$ cat src/rtl/pipe_flush_sched_pkg.sv
// Shared constants for the pipeline flush scheduler: exception codes, stall bit map, FSM encodings.
// Purely declarative; no logic, no latency, no backpressure.
package pipe_flush_sched_pkg;

   localparam int          EXCEPT_BUS_W   = 32;
   localparam logic [31:0] EXC_ERET       = 32'h0000_000e;
   localparam logic [31:0] EXC_VECTOR_DEF = 32'hBFC0_0380;

   localparam int STALL_PC  = 0;
   localparam int STALL_IF  = 1;
   localparam int STALL_ID  = 2;
   localparam int STALL_EX  = 3;
   localparam int STALL_MEM = 4;
   localparam int STALL_WB  = 5;

   // A stage stall freezes its own register and everything upstream of it.
   localparam logic [5:0] STALL_VEC_MEM = 6'b011111;
   localparam logic [5:0] STALL_VEC_EX  = 6'b001111;
   localparam logic [5:0] STALL_VEC_ID  = 6'b000111;
   localparam logic [5:0] STALL_VEC_IF  = 6'b000011;

   localparam logic [0:0] S_IDLE  = 1'b0;
   localparam logic [0:0] S_DRAIN = 1'b1;

   function automatic logic [5:0] stall_bit(input int idx);
      logic [5:0] v;
      v      = '0;
      v[idx] = 1'b1;
      return v;
   endfunction

endpackage

$ cat src/rtl/pipe_flush_sched_stall_prio_enc.sv
// Priority encoder from per-stage stall requests to the 6-bit stall vector (mem > ex > id > if).
// Combinational, zero latency; no backpressure.
module stall_prio_enc
   import pipe_flush_sched_pkg::*;
(
   input  logic       i_req_if,
   input  logic       i_req_id,
   input  logic       i_req_ex,
   input  logic       i_req_mem,
   output logic [5:0] o_stall
);

   always_comb begin
      o_stall = '0;
      if (i_req_mem)
         o_stall = STALL_VEC_MEM;
      else if (i_req_ex)
         o_stall = STALL_VEC_EX;
      else if (i_req_id)
         o_stall = STALL_VEC_ID;
      else if (i_req_if)
         o_stall = STALL_VEC_IF;
   end

endmodule

$ cat src/rtl/pipe_flush_sched.sv
// Merges stage stall requests and sequences exception/ERET flushes, deferring the PC redirect past an outstanding fetch.
// Flush is same-cycle; redirect is same-cycle or N+1 cycles behind a busy fetch; stalls hold pc/if while draining.
module pipe_flush_sched
   import pipe_flush_sched_pkg::*;
#(
   parameter int          EXC_W      = EXCEPT_BUS_W,
   parameter logic [31:0] EXC_VECTOR = EXC_VECTOR_DEF,
   parameter int          CNT_W      = 32
) (
   input  logic             clk,
   input  logic             rst,
   input  logic             stallreq_if,
   input  logic             stallreq_id,
   input  logic             stallreq_ex,
   input  logic             stallreq_mem,
   input  logic [EXC_W-1:0] except_type,
   input  logic [31:0]      cp0_epc,
   input  logic             inst_busy,
   output logic [5:0]       stall,
   output logic             flush,
   output logic             redirect,
   output logic [31:0]      new_pc,
   output logic             discard_inst,
   output logic [CNT_W-1:0] stall_cycles,
   output logic [CNT_W-1:0] flush_count
);

   logic [0:0]       r_state;
   logic [0:0]       w_state_nxt;
   logic [31:0]      r_tgt;
   logic [CNT_W-1:0] r_stall_cycles;
   logic [CNT_W-1:0] r_flush_count;
   logic [5:0]       w_enc_stall;
   logic             w_exc;
   logic             w_accept;
   logic [31:0]      w_tgt;

   stall_prio_enc u_stall_prio_enc (
      .i_req_if  (stallreq_if),
      .i_req_id  (stallreq_id),
      .i_req_ex  (stallreq_ex),
      .i_req_mem (stallreq_mem),
      .o_stall   (w_enc_stall)
   );

   assign w_exc    = (except_type != '0);
   assign w_tgt    = (except_type == EXC_W'(EXC_ERET)) ? cp0_epc : EXC_VECTOR;
   assign w_accept = !rst && (r_state == S_IDLE) && w_exc;

   always_comb begin
      stall        = '0;
      flush        = 1'b0;
      redirect     = 1'b0;
      new_pc       = '0;
      discard_inst = 1'b0;
      w_state_nxt  = r_state;
      if (!rst) begin
         if (r_state == S_IDLE) begin
            if (w_exc) begin
               flush = 1'b1;
               if (!inst_busy) begin
                  redirect = 1'b1;
                  new_pc   = w_tgt;
               end else begin
                  w_state_nxt = S_DRAIN;
               end
            end else begin
               stall = w_enc_stall;
            end
         end else begin
            // Pipeline is already empty here, so new exceptions and stage stalls are ignored.
            stall = stall_bit(STALL_PC) | stall_bit(STALL_IF);
            if (!inst_busy) begin
               redirect    = 1'b1;
               new_pc      = r_tgt;
               w_state_nxt = S_IDLE;
            end else begin
               discard_inst = 1'b1;
            end
         end
      end
   end

   always_ff @(posedge clk) begin
      if (rst) begin
         r_state        <= S_IDLE;
         r_tgt          <= '0;
         r_stall_cycles <= '0;
         r_flush_count  <= '0;
      end else begin
         r_state <= w_state_nxt;
         if (w_accept) begin
            r_tgt <= w_tgt;
            if (r_flush_count != '1)
               r_flush_count <= r_flush_count + 1'b1;
         end
         if ((stall != '0) && (r_stall_cycles != '1))
            r_stall_cycles <= r_stall_cycles + 1'b1;
      end
   end

   assign stall_cycles = rst ? '0 : r_stall_cycles;
   assign flush_count  = rst ? '0 : r_flush_count;

endmodule

$ cat config.mk
export PLATFORM = sky130hd
export DESIGN_NAME = pipe_flush_sched
export DESIGN_NICKNAME = d
export VERILOG_FILES = /design/src/rtl/pipe_flush_sched_pkg.sv /design/src/rtl/pipe_flush_sched_stall_prio_enc.sv /design/src/rtl/pipe_flush_sched.sv
export SDC_FILE = /design/constraint.sdc
export NUM_CORES = 1
export LEC_CHECK = 0
export ABC_AREA = 1
export CAP_MARGIN = 15
export CORE_ASPECT_RATIO = 0.8
export CORE_UTILIZATION = 50
export DETAILED_ROUTE_END_ITERATION = 7
export PLACE_DENSITY = 0.79
export SYNTH_ARGS = -nofsm -noshare
export SYNTH_HDL_FRONTEND = slang
export SYNTH_SLANG_ARGS = --single-unit
$ cat constraint.sdc
create_clock -name clk -period 1.9 [get_ports clk]
set_input_delay 0.285 -clock clk [delete_from_list [all_inputs] [get_ports clk]]
set_output_delay 0.285 -clock clk [all_outputs]
set_load 0.03 [all_outputs]
==> summary.txt <==
vias in the first global route = 7558
Worst Path Buf+Inv = 6
DP HPWL = 15510 um
flip-flop and latch area = 1943 sq um
diodes inserted = 0
Detail Route Antenna Nets = 0
I/O pin cnt = 176
Largest stage delay, worst path = 0.21 ns
PortBufs = 174
GR met3 Demand/Resource = 0.06276
Top delay family on crit path = buffers and inverters
cell mode on critical path = buf_4
Syn-to-layout area delta = 51.50%
status = complete, but fails checks
share of layout cells above drive strength 1 = 0.2121
Synth Cell Area = 6560 sq um
share of the synthesized area in the top cell type = 0.2960
design area = 9938 sq um
Crit. End Element = output port
worst hold path type = input port to register
CP required = 1.62 ns
CTS tree = done
vias per cell = 5.340
via count = 8288
critical path type = input port to output port
total global routing overflow = 0
minimum clock period = 2.089 ns
DRC = 0
Worst-Skew Late Latency = 0.35 ns
final setup violation count = 34
Synth cell types = 27
WP data arrival = 1.80 ns
Cell Count, Final, Fillers Out = 1552
Mapped Nets = 1208
Horiz. Die Dim = 130.1 um
first-pass GRT wire length = 35770 um
Synth Area per Inst = 5.780 sq um
die span in y = 104.5 um
met1 usage in global routing = 0.4339
TritonCTS Sinks = 97
CTS Buf Count = 9
Yosys reg bits = 97
nets = 1445
Core ar. = 12820 sq um
RSZ-0062 raised after global routing = yes
Ys Warns = 0
Max Fanout on Critical Path = 7
Mapped Cells = 1135
post-place instance area = 9039 sq um
Initial Util = 0.5116
multi-input logic area = 4310 sq um
Worst Clk Skew = 0.008238 ns
met2 usage = 0.5255
CP startpoint kind = input port
hold_ws = 0.3065 ns
# fillers = 996
post-synth top area cell = dfxtp_1
pwr/cell area = 482.8 nW/um^2
grt peak-use layer = met2
final WL = 22920 um
critical path's slowest cell = nor2_4
placed cells = 1512
Final Cycle Share = 1.100
Pleak = 0.004576 uW
CTS clock-pin slew for the worst setup and hold paths = 0.07 ns
worst path cell trace = buf_2, nor2_4, nand2_1, nor2_2, nand2_2, inv_2, buf_4, buf_4, nand3_4, nor2_4, clkbuf_16, a211oi_1, buf_4
Fmax = 478.6 MHz
Pwr Total = 4798 uW
CTS root buf = clkbuf_16
Hold Buf Count CTS = 0
setup ws final = -0.1893 ns
Cell Rows = 37
TNS Setup = -3.633 ns
Max clock buf depth = 2
DIE AREA = 13580 sq um
Total GRT Usage = 0.3290
drt first pass iters = 5
violated checks = setup timing
H-tree depth = 3
Final Max Slew Viols = 0
peak supply drop = 0.0005457 V
DRT iter0 DRCs = 679
WL/cell = 14.76 um
register area share after synthesis = 0.2960
largest net degree at the start of global routing = 71
main area contributors after synthesis = dfxtp_1, nand2_1, nor2_1
Max-cap violations = 0
final hold vios = 0
GP Congestion = 0.9719
antenna violations before repair = 0
==> layout by cell type (no fill, tap or decap), types with 4 or more instances in the layout <==
cell,instances
a211oi_1,8
a211oi_2,4
a21oi_1,102
a21oi_2,4
buf_12,11
buf_2,14
buf_4,129
buf_6,14
clkbuf_16,12
clkdlybuf4s15_1,6
clkdlybuf4s50_1,41
dfxtp_1,96
dlygate4sd2_1,33
dlymetal6s2s_1,27
inv_1,119
inv_2,5
nand2_1,266
nand2_2,8
nand3_1,67
nand3_4,4
nand4_1,32
nor2_1,216
nor2_2,17
nor2_4,29
nor3_1,14
nor3_2,23
o21ai_0,27
xor2_1,27
==> path summary, 6_finish.rpt <==
kind | from | to | slack [ns] | depth (start not counted)
hold reg to reg | r_flush_count[3] | r_flush_count[3] | 0.48 | 2
hold / removal | rst | r_stall_cycles[2] | 0.31 | 2
setup reg to reg | r_flush_count[0] | r_flush_count[1] | 0.13 | 10
setup / recovery | except_type[19] | new_pc[8] | -0.19 | 13
==> cell families after synthesis <==
| group | share of synthesized area |
|---|---|
| other | 0.0005716 |
| AO/OA/AOI/OAI | 0.1152 |
| buffers and inverters | 0.1131 |
| AND/OR/NAND/NOR | 0.4352 |
| XOR/XNOR | 0.03605 |
| adder cells (fa/ha/maj) | 0.003814 |
| flip-flops | 0.2960 |
==> power by group <==
group          switching (uW)  internal (uW)  leakage (uW)
sequential               25.1           2070      0.000788
clock                     866           1060      0.000149
combinational             432            335       0.00364
total                    1320           3470       0.00458
==> synth_stat cells, drive strengths merged <==
cell type / n
clkinv: 1
nor3: 38
clkbuf: 24
o21ai: 27
a211oi: 12
xor2: 27
nor2: 262
nand3b: 2
nand4: 32
dfxtp: 97
ha: 2
conb: 1
nand3: 72
a21oi: 106
nand2: 274
nor3b: 1
inv: 123
buf: 34
==> layout make-up <==
type | count | share of cell area
Clock inverter | 6 | 0.006547
Tap cell | 175 | 0.02203
Sequential cell | 97 | 0.1955
Clock buffer | 10 | 0.02405
Multi-Input combinational cell | 856 | 0.4337
Timing Repair Buffer | 284 | 0.2713
Inverter | 124 | 0.04683
==> layer usage <==
layer  share of wire  wire length (um)
met5               0                 0
met4           0.030               678
met3           0.077              1775
met2            0.47             10790
met1            0.42              9667
==> state kept, by name, summed over array words and instances, names as in the netlist <==
register	count
r_flush_count	32
r_stall_cycles	32
r_tgt	32
r_state	1
==> through the flow <==
stage                     setup WS (ns)  utilization
final                           -0.1893       0.7750
after global routing            -0.2581       0.7750
after CTS                      -0.04784       0.7443
after detailed placement        -0.4018       0.7048
after global placement          -0.4088       0.7048
after floorplan                 -0.1557            -
==> repair_timing <==
action / in CTS / in global routing
pin swaps: 36 / 30
gates cloned: 3 / 3
buffers inserted: 15 / 6
setup endpoints to repair: 72 / 130
gates resized for setup: 169 / 94
(Power assumes the default switching activity.)
